--- src/rtl/dma_burst_planner.sv ---
// Splits one DMA descriptor into a sequence of AXI4 burst commands, honouring
// the beat cap and never letting an INCR side cross the address boundary.
module dma_burst_planner #(
    parameter int ADDR_W    = 32,
    parameter int LEN_W     = 32,
    parameter int MAX_BEATS = 16,
    parameter int BOUNDARY  = 4096
) (
    input  logic              clk,
    input  logic              rst,
    input  logic              desc_valid,
    output logic              desc_ready,
    input  logic [ADDR_W-1:0] desc_src,
    input  logic [ADDR_W-1:0] desc_dst,
    input  logic [LEN_W-1:0]  desc_len,
    input  logic [1:0]        desc_width,
    input  logic              desc_src_inc,
    input  logic              desc_dst_inc,
    input  logic              desc_burst_en,
    input  logic              abort,
    output logic              cmd_valid,
    input  logic              cmd_ready,
    output logic [ADDR_W-1:0] cmd_src_addr,
    output logic [ADDR_W-1:0] cmd_dst_addr,
    output logic [7:0]        cmd_len,
    output logic [2:0]        cmd_size,
    output logic [1:0]        cmd_src_burst,
    output logic [1:0]        cmd_dst_burst,
    output logic              cmd_last,
    output logic              busy,
    output logic              done,
    output logic              err
);
    localparam int OFF_W = $clog2(BOUNDARY);
    localparam int MW0   = (LEN_W > OFF_W + 1) ? LEN_W : OFF_W + 1;
    localparam int MW    = (MW0 > 9) ? MW0 : 9;

    typedef enum logic [1:0] {S_IDLE, S_CHECK, S_CALC, S_ISSUE} state_e;
    state_e state, state_nxt;

    logic [ADDR_W-1:0] src_q, dst_q;
    logic [LEN_W-1:0]  len_q, rem_q;
    logic [1:0]        width_q;
    logic              src_inc_q, dst_inc_q, burst_en_q;
    logic [8:0]        beats_q;
    logic [1:0]        mask;
    logic              reject, cmd_hs;
    logic [MW-1:0]     beats_c;

    function automatic logic [MW-1:0] min2(input logic [MW-1:0] a, input logic [MW-1:0] b);
        return (a < b) ? a : b;
    endfunction

    // Beats left before the boundary on an INCR side; FIXED sides never limit.
    function automatic logic [MW-1:0] side_lim(input logic [OFF_W-1:0] off, input logic inc,
                                               input logic [1:0] w);
        if (inc) return (MW'(BOUNDARY) - MW'(off)) >> w;
        else     return MW'(MAX_BEATS);
    endfunction

    always_comb begin
        case (width_q)
            2'b00:   mask = 2'b00;
            2'b01:   mask = 2'b01;
            default: mask = 2'b11;
        endcase
        reject = (width_q == 2'b11) || (len_q == '0) || ((len_q[1:0] & mask) != 2'b00) ||
                 ((src_q[1:0] & mask) != 2'b00) || ((dst_q[1:0] & mask) != 2'b00);
        beats_c = min2(min2(MW'(rem_q), burst_en_q ? MW'(MAX_BEATS) : MW'(1)),
                       min2(side_lim(src_q[OFF_W-1:0], src_inc_q, width_q),
                            side_lim(dst_q[OFF_W-1:0], dst_inc_q, width_q)));
    end

    assign cmd_hs = (state == S_ISSUE) && cmd_ready && !abort;

    always_ff @(posedge clk) begin
        if (rst) state <= S_IDLE;
        else     state <= state_nxt;
    end

    always_comb begin
        state_nxt = state;
        case (state)
            S_IDLE:  if (desc_valid) state_nxt = S_CHECK;
            S_CHECK: state_nxt = reject ? S_IDLE : S_CALC;
            S_CALC:  state_nxt = S_ISSUE;
            S_ISSUE: if (cmd_ready) state_nxt = cmd_last ? S_IDLE : S_CALC;
            default: state_nxt = S_IDLE;
        endcase
        if (abort) state_nxt = S_IDLE;
    end

    always_comb begin
        desc_ready = (state == S_IDLE);
        cmd_valid  = (state == S_ISSUE);
        busy       = (state != S_IDLE);
    end

    // Descriptor working copy; contents are don't-care while idle.
    always_ff @(posedge clk) begin
        if (state == S_IDLE && desc_valid) begin
            src_q      <= desc_src;
            dst_q      <= desc_dst;
            len_q      <= desc_len;
            width_q    <= desc_width;
            src_inc_q  <= desc_src_inc;
            dst_inc_q  <= desc_dst_inc;
            burst_en_q <= desc_burst_en;
        end
        if (state == S_CHECK) rem_q <= len_q >> width_q;
        if (state == S_CALC)  beats_q <= 9'(beats_c);
        if (cmd_hs) begin
            rem_q <= rem_q - LEN_W'(beats_q);
            if (src_inc_q) src_q <= src_q + (ADDR_W'(beats_q) << width_q);
            if (dst_inc_q) dst_q <= dst_q + (ADDR_W'(beats_q) << width_q);
        end
    end

    always_ff @(posedge clk) begin
        if (rst) begin
            cmd_src_addr  <= '0;
            cmd_dst_addr  <= '0;
            cmd_len       <= '0;
            cmd_size      <= '0;
            cmd_src_burst <= '0;
            cmd_dst_burst <= '0;
            cmd_last      <= 1'b0;
            done          <= 1'b0;
            err           <= 1'b0;
        end else begin
            done <= cmd_hs && cmd_last;
            err  <= (state == S_CHECK) && reject && !abort;
            if (state == S_CALC) begin
                cmd_src_addr  <= src_q;
                cmd_dst_addr  <= dst_q;
                cmd_len       <= 8'(beats_c - MW'(1));
                cmd_size      <= {1'b0, width_q};
                cmd_src_burst <= src_inc_q ? 2'b01 : 2'b00;
                cmd_dst_burst <= dst_inc_q ? 2'b01 : 2'b00;
                cmd_last      <= (beats_c == MW'(rem_q));
            end
        end
    end
endmodule

--- config.mk ---
export PLATFORM = sky130hd
export DESIGN_NAME = dma_burst_planner
export DESIGN_NICKNAME = d
export VERILOG_FILES = /design/src/rtl/dma_burst_planner.sv
export SDC_FILE = /design/constraint.sdc
export NUM_CORES = 1
export LEC_CHECK = 0
export CAP_MARGIN = 20
export CORE_MARGIN = 2
export CORE_UTILIZATION = 56
export DETAILED_ROUTE_END_ITERATION = 8
export GPL_TIMING_DRIVEN = 0
export HOLD_SLACK_MARGIN = 0.06
export PLACE_DENSITY = 0.81
export RECOVER_POWER = 100
export SETUP_SLACK_MARGIN = 0.15
export SKIP_LAST_GASP = 1
export SYNTH_ARGS = -nofsm -noshare
export SYNTH_HDL_FRONTEND = slang
export SYNTH_SLANG_ARGS = --single-unit
--- constraint.sdc ---
create_clock -name clk -period 10.1 [get_ports clk]
set_clock_uncertainty 0.2 [all_clocks]
set_input_delay 1.01 -clock clk [delete_from_list [all_inputs] [get_ports clk]]
set_output_delay 1.01 -clock clk [all_outputs]
set_load 0.02 [all_outputs]
* Yosys cells after proc, flatten, opt, wreduce, memory -nomap -nowiden
Cells that the tools add are included.
** Storage, ports and cells
- Register bits :: 225
- Word-level logic and storage cells :: 86
- Bits in writable memories :: 0
- Output and inout port bits :: 85
- Bits in latches :: 0
- Memories :: 0
- Memory bits (read-only) :: 0
** Operators by class
- Shift operators :: 4
- Div/mod/pow operators :: 0
- Reductions and logical operators :: 21
- Add/subtract/negate cells :: 6
- Equality and inequality tests :: 8
- Multiply operators :: 0
- Bitwise logic cells :: 3
- Mux-type cells :: 22
- Magnitude comparators :: 3
** Operator list (count)
- $mux 32 :: 13
- $shr 32x2->32 :: 3
- $add 32x32->32 :: 2
- $lt 32x32->1 :: 2
- $eq 32x32->1 :: 1
- $logic_not 32->1 :: 1
- $lt 32x5->1 :: 1
- $shl 9x2->32 :: 1
- $sub 32x9->32 :: 1
- $sub 13x12->14 const A :: 2
- $reduce_bool 2->1 :: 5
- $mux 2 :: 4
- $pmux 2 s4 :: 1
- $sub 8x1->8 const B :: 1
- $and 2x2->2 :: 3
- $eq 2x2->1 const B :: 3
- $logic_and 1x1->1 :: 6
- $mux 5 :: 1
- $eq 2x1->1 const B :: 2
- $logic_not 2->1 :: 2
- $logic_or 1x1->1 :: 4
- $pmux 2 s2 :: 1
- $mux 1 :: 2
- $ne 2x1->1 const B :: 1
- other kinds (4) :: 4

* Depth between registers and ports, before layout
- Word-level depth :: 9
- Gate-level depth with buffers :: 34
- Depth with buffers taken out :: 32

* Worst setup path after synthesis
OpenSTA, ideal clock, no wires.
- Path kind :: reg2reg
- From :: register src_q[0]
- To :: register cmd_len[6]
- Stages on the path, launching flop included :: 34
- Buffers on the path :: 3
- Library setup time :: 0.086 ns
- Data required time :: 9.814 ns
- Path slack :: 2.753 ns
- Arrival time :: 7.062 ns
- Cell sequence :: dfxtp_1 > buf_2 > inv_1 > ha_1 > or4b_2 > nor3_1 > mux2i_1 > nor2_1 > o41ai_1 > inv_1 > ha_1 > o211ai_1 > nor2_1 > or4_4 > o31a_2 > buf_6 > clkinv_1 > o2111ai_1 > o21a_1 > ha_1 > a21o_1 > a21o_1 > a211oi_1 > o21ai_0 > a21oi_1 > a2111oi_4 > buf_2 > and2_1 > a21o_1 > ha_1 > nand4_1 > o21ai_0 > xnor2_1 > a211oi_1
** On the way
- Longest elaborated chain between the ends :: 8
** RTL lines
- start, declared :: RTL line 41 : logic [ADDR_W-1:0] src_q, dst_q;
- start signal, assigned :: RTL line 102 : src_q <= desc_src;
- start signal, assigned :: RTL line 114 : if (src_inc_q) src_q <= src_q + (ADDR_W'(beats_q) << width_q);
- $sub 13x12->14 * :: RTL line 57 : if (inc) return (MW'(BOUNDARY) - MW'(off)) >> w;
- $shr 32x2->32 * :: RTL line 57
- $mux 32 * :: RTL line 57
- $lt 32x32->1 :: RTL line 51 : return (a < b) ? a : b;
- $mux 32 * :: RTL line 51
- $lt 32x32->1 :: RTL line 51
- $mux 32 * :: RTL line 51
- $sub 8x1->8 * :: RTL line 136 : cmd_len <= 8'(beats_c - MW'(1));
- end signal, assigned :: RTL line 136
- end, declared :: RTL line 25 : output logic [7:0] cmd_len,
Every way passes the cells marked *; elsewhere a longest branch is shown, timed or not.
A chain may end at the register's enable or synchronous reset.

* Worst setup path after layout
- From :: register width_q[0]
- To :: register cmd_len[6]
** On the way
- Longest elaborated chain between the ends :: 7
- Elaborated cells between the ends (all ways) :: 9
** RTL lines
- start, declared :: RTL line 43 : logic [1:0] width_q;
- start signal, assigned :: RTL line 105 : width_q <= desc_width;
- $shr 32x2->32 :: RTL line 57
- $mux 32 :: RTL line 57
- $lt 32x32->1 :: RTL line 51
- $mux 32 * :: RTL line 51
- $lt 32x32->1 :: RTL line 51
- $mux 32 * :: RTL line 51
- named net beats_c[0] :: RTL line 48 : logic [MW-1:0] beats_c;
- $sub 8x1->8 * :: RTL line 136
The timed path passes the listed nets; every way through them passes the cells marked *.

==> metrics.txt <==
# TYPE chip_impl_metric gauge
chip_impl_metric{name="nFillCells",unit=""} 2028
chip_impl_metric{name="power_frac_comb",unit=""} 0.255
chip_impl_info{name="hold_class",value="flip-flop to flip-flop"} 1
chip_impl_metric{name="io_buffers",unit=""} 186
chip_impl_metric{name="worst_slew_pin_slew",unit="ns"} 2.028
chip_impl_metric{name="post_synth_fa_ha_maj_area_fraction",unit=""} 0.05751
chip_impl_info{name="worst_setup_path_start_kind",value="flip-flop"} 1
chip_impl_metric{name="post-synth-top-area-fraction",unit=""} 0.2028
chip_impl_metric{name="powerDensity",unit="mW/mm2"} 151.2
chip_impl_metric{name="clk_pin_slew_worst_paths",unit="ns"} 0.06
chip_impl_metric{name="drcViolationCount",unit=""} 0
chip_impl_info{name="type_of_the_setup_path_with_the_least_slack",value="flip-flop to flip-flop"} 1
chip_impl_metric{name="start_util",unit=""} 0.5702
chip_impl_metric{name="insertion_delay",unit="ns"} 0.53
chip_impl_metric{name="synthArstFlopShare",unit=""} 0
chip_impl_metric{name="netlist_instances",unit=""} 1692
chip_impl_metric{name="globalRouteTotalUtil",unit=""} 0.3498
chip_impl_metric{name="first_pass_grt_wire_length",unit="um"} 73260
chip_impl_metric{name="cellLeakagePower",unit="nW"} 6.635
chip_impl_metric{name="routed_wl",unit="um"} 47600
chip_impl_metric{name="initialDrtViolationCount",unit=""} 1439
chip_impl_metric{name="mean_instance_size_in_the_synthesized_netlist",unit="um2"} 8.461
chip_impl_metric{name="max_cap_violations",unit=""} 1
chip_impl_metric{name="cts_max_level",unit=""} 1
chip_impl_metric{name="timing.final.crit_share",unit=""} 0.8915
chip_impl_metric{name="design.portCount",unit=""} 191
chip_impl_metric{name="finalMaxSlewViolations",unit=""} 37
chip_impl_info{name="cts.root.buffer_cell",value="clkbuf_16"} 1
chip_impl_metric{name="synth_compound_gate_area_share",unit=""} 0.2002
chip_impl_metric{name="timing.final.hold_violations",unit=""} 0
chip_impl_metric{name="vdd_drop_max",unit="mV"} 0.1384
chip_impl_info{name="synth_top_flop_cell",value="dfxtp_1"} 1
chip_impl_metric{name="maximum_number_of_pins_on_one_net_before_global_route_repair",unit=""} 37
chip_impl_metric{name="post_synth_and_or_nand_nor_area_fraction",unit=""} 0.2163
chip_impl_metric{name="flop_and_latch_count_out_of_synthesis",unit=""} 223
chip_impl_metric{name="floorplan.rows",unit=""} 58
chip_impl_metric{name="post_drt_via_cell_ratio",unit=""} 6.358
chip_impl_metric{name="postCtsResizedCells",unit=""} 0
chip_impl_metric{name="routed-via-count",unit=""} 14410
chip_impl_metric{name="overflow",unit=""} 0
chip_impl_metric{name="cts_buffer_depth",unit=""} 3
chip_impl_info{name="synth_top_cells_by_count",value="nand2_1, a21oi_1, nor2_1"} 1
chip_impl_metric{name="sw_frac_of_total",unit=""} 0.3091
chip_impl_metric{name="cts_sinks",unit=""} 223
chip_impl_metric{name="maxSlewHeadroom",unit=""} -0.3522
chip_impl_info{name="synth_largest_area_cell",value="dfxtp_1"} 1
chip_impl_metric{name="die_w",unit="um"} 163.9
chip_impl_metric{name="seq_area",unit="mm2"} 0.005245
chip_impl_metric{name="worst_ep_required_time",unit="ns"} 10.34
chip_impl_metric{name="worst_hold_slack",unit="ns"} 0.2497
chip_impl_metric{name="multiplexer_share_of_the_synthesized_area",unit=""} 0.07044
chip_impl_info{name="largest_family_of_logic_cells_by_synthesized_area",value="simple AND/OR/NAND/NOR gates"} 1
chip_impl_metric{name="detailedRoute.firstPassIterationCount",unit=""} 6
chip_impl_metric{name="fmaxAchievable",unit="MHz"} 111.1
chip_impl_metric{name="route.antenna.remaining_nets",unit=""} 0
chip_impl_metric{name="die-height",unit="um"} 163.9
chip_impl_metric{name="detailedPlacementHpwl",unit="um"} 36340
chip_impl_metric{name="power_switching",unit="uW"} 815.5
chip_impl_metric{name="cts_hold_repair.buffers",unit=""} 0
chip_impl_info{name="cts_tree",value="built"} 1
chip_impl_metric{name="synthesis.area",unit="mm2"} 0.01432
chip_impl_metric{name="number_of_global_route_vias_before_repair",unit=""} 13640
chip_impl_metric{name="synth-seq-area-share",unit=""} 0.3664
chip_impl_info{name="failed_checks",value="capacitance limit, slew limit"} 1
chip_impl_info{name="synth.area.top_cells",value="dfxtp_1, edfxtp_1, nand2_1"} 1
chip_impl_metric{name="worst-path-max-fanout",unit=""} 10
chip_impl_info{name="worst_setup_path_end_kind",value="flip-flop"} 1
chip_impl_metric{name="yosysWarningCount",unit=""} 0
chip_impl_info{name="grt_setup_unrepaired",value="false"} 1
chip_impl_info{name="post-synth-top-count-cell",value="nand2_1"} 1
chip_impl_metric{name="dieArea",unit="mm2"} 0.02686
chip_impl_metric{name="p_int",unit="mW"} 1.823
chip_impl_metric{name="grt_antenna_before_repair",unit=""} 1
chip_impl_metric{name="numCtsBuffers",unit=""} 24
chip_impl_metric{name="power.sequential.fraction",unit=""} 0.396
chip_impl_metric{name="nets",unit=""} 2089
chip_impl_metric{name="period_minus_slack",unit="ns"} 9.004
chip_impl_metric{name="setup_tns",unit="ns"} 0
chip_impl_metric{name="arrival",unit="ns"} 9.25
chip_impl_metric{name="setup_viol",unit=""} 0
chip_impl_metric{name="drive_above_1_share",unit=""} 0.05733
chip_impl_metric{name="gp_congestion",unit=""} 0.9606
chip_impl_metric{name="multi_input_comb_area",unit="mm2"} 0.008319
chip_impl_metric{name="placeableCoreArea",unit="mm2"} 0.02511
chip_impl_metric{name="routedWlPerCell",unit="um"} 21.00
chip_impl_metric{name="syn2layout_area_growth",unit="%"} 21.92
chip_impl_metric{name="post_cts_setup_buffers",unit=""} 0
chip_impl_metric{name="power_frac_clock",unit=""} 0.350
chip_impl_metric{name="netlist-cell-type-count",unit=""} 92
chip_impl_metric{name="synth-edff-count",unit=""} 78
chip_impl_info{name="worst_path_max_delay_cell",value="o41ai_1"} 1
chip_impl_info{name="status",value="finished, violations left"} 1
chip_impl_metric{name="delay_of_the_slowest_cell_on_the_worst_path",unit="ns"} 0.63
chip_impl_metric{name="synth-xor-area-share",unit=""} 0.03426
## metrics by stage
stage / std cells / util / total power, mW / worst slack (ns) / instance area, um2
floorplan: 1702 / - / 1.508 / 2.753 / 14350
global placement: 2218 / 0.6622 / 1.696 / 1.623 / 16630
detailed placement: 2222 / 0.6646 / 1.713 / 1.544 / 16690
CTS: 2265 / 0.6972 / 2.626 / 1.494 / 17510
finish: 2267 / 0.6951 / 2.638 / 1.096 / 17450
global route: 2267 / 0.6951 / 2.740 / 0.4368 / 17450
## final cells by class
class / count / share of cell area
Multi-Input combinational cell: 1286 / 0.4766
Sequential cell: 223 / 0.3005
Timing Repair Buffer: 191 / 0.1077
Clock buffer: 35 / 0.04029
Buffer: 115 / 0.02767
Tap cell: 330 / 0.02366
Inverter: 78 / 0.01677
Clock inverter: 8 / 0.006595
Antenna cell: 1 / 0.0001434
## layout by cell type, fill, tap and decap left out, types with 26 or more instances in the layout
master,synthesis,routed
a211oi_1,40,40
mux4_2,26,26
a21oi_1,153,154
dlygate4sd3_1,0,122
nor4_1,28,28
nand2_1,251,251
nor2_1,148,148
dfxtp_1,145,145
clkdlybuf4s50_1,0,64
mux2i_1,31,31
o21ai_0,60,60
nand3_1,42,42
clkbuf_1,84,104
ha_1,61,61
edfxtp_1,78,78
inv_1,75,76
nor3_1,40,40
xnor2_1,36,36
## power groups by stage
stage	logic [mW]	registers (mW)	clock network, mW
3_3_place_gp	0.639	1.06	0
3_5_place_dp	0.654	1.06	0
2_1_floorplan	0.465	1.04	0
4_1_cts	0.662	1.04	0.924
6_report	0.672	1.04	0.923
5_1_grt	0.729	1.05	0.963
## kinds of logic (layout without fill, tap and decap cells)
group / after synthesis / count (layout)
compound gates: 434 / 434
mux: 67 / 67
flops: 223 / 223
simple gates: 654 / 654
fa+ha+maj: 64 / 64
buf+inv: 193 / 427
xor+xnor: 56 / 56
other cells: 1 / 12
## worst max-delay path: cells and delay by family (launching register included)
kind                       cells  cell delay [ns]
AOI/OAI and AO/OA             13             3.86
buffers and inverters          8             2.28
and+or+nand+nor                6             0.99
adders and majority gates      3             0.91
DFF                            1             0.31
muxes                          1             0.24
xor gates and xnor gates       1             0.14
## routing by layer
layer / share of wire / vias to the layer above / global-route usage / wire, um
met1: 0.40 / 6786 / 0.4665 / 19160
li1: - / 6643 / - / -
met4: 0.044 / 0 / 0.1503 / 2087
met5: 0 / - / 0 / 0
met3: 0.10 / 160 / 0.06465 / 4874
met2: 0.45 / 825 / 0.5583 / 21470
## sequential cells by signal, summed over array words and instances (netlist names), 2 cells and up
name          flops
cmd_dst_addr     32
cmd_src_addr     32
dst_q            32
len_q            32
rem_q            32
src_q            32
beats_q           9
cmd_len           8
cmd_size          2
state             2
width_q           2
## path summary, 6_finish.rpt
| kind | startpoint | slack, ns | cells past startpoint | to |
|---|---|---|---|---|
| setup reg to reg | width_q[0]$_DFFE_PP_ | 1.10 | 32 | cmd_len[6]$_SDFFE_PP0P_ |
| setup / recovery | width_q[0]$_DFFE_PP_ | 1.10 | 32 | cmd_len[6]$_SDFFE_PP0P_ |
| hold / removal | cmd_dst_addr[18]$_SDFFE_PP0P_ | 0.25 | 2 | cmd_dst_addr[18]$_SDFFE_PP0P_ |
| hold reg to reg | cmd_dst_addr[18]$_SDFFE_PP0P_ | 0.25 | 2 | cmd_dst_addr[18]$_SDFFE_PP0P_ |
(Power assumes the default switching activity.)
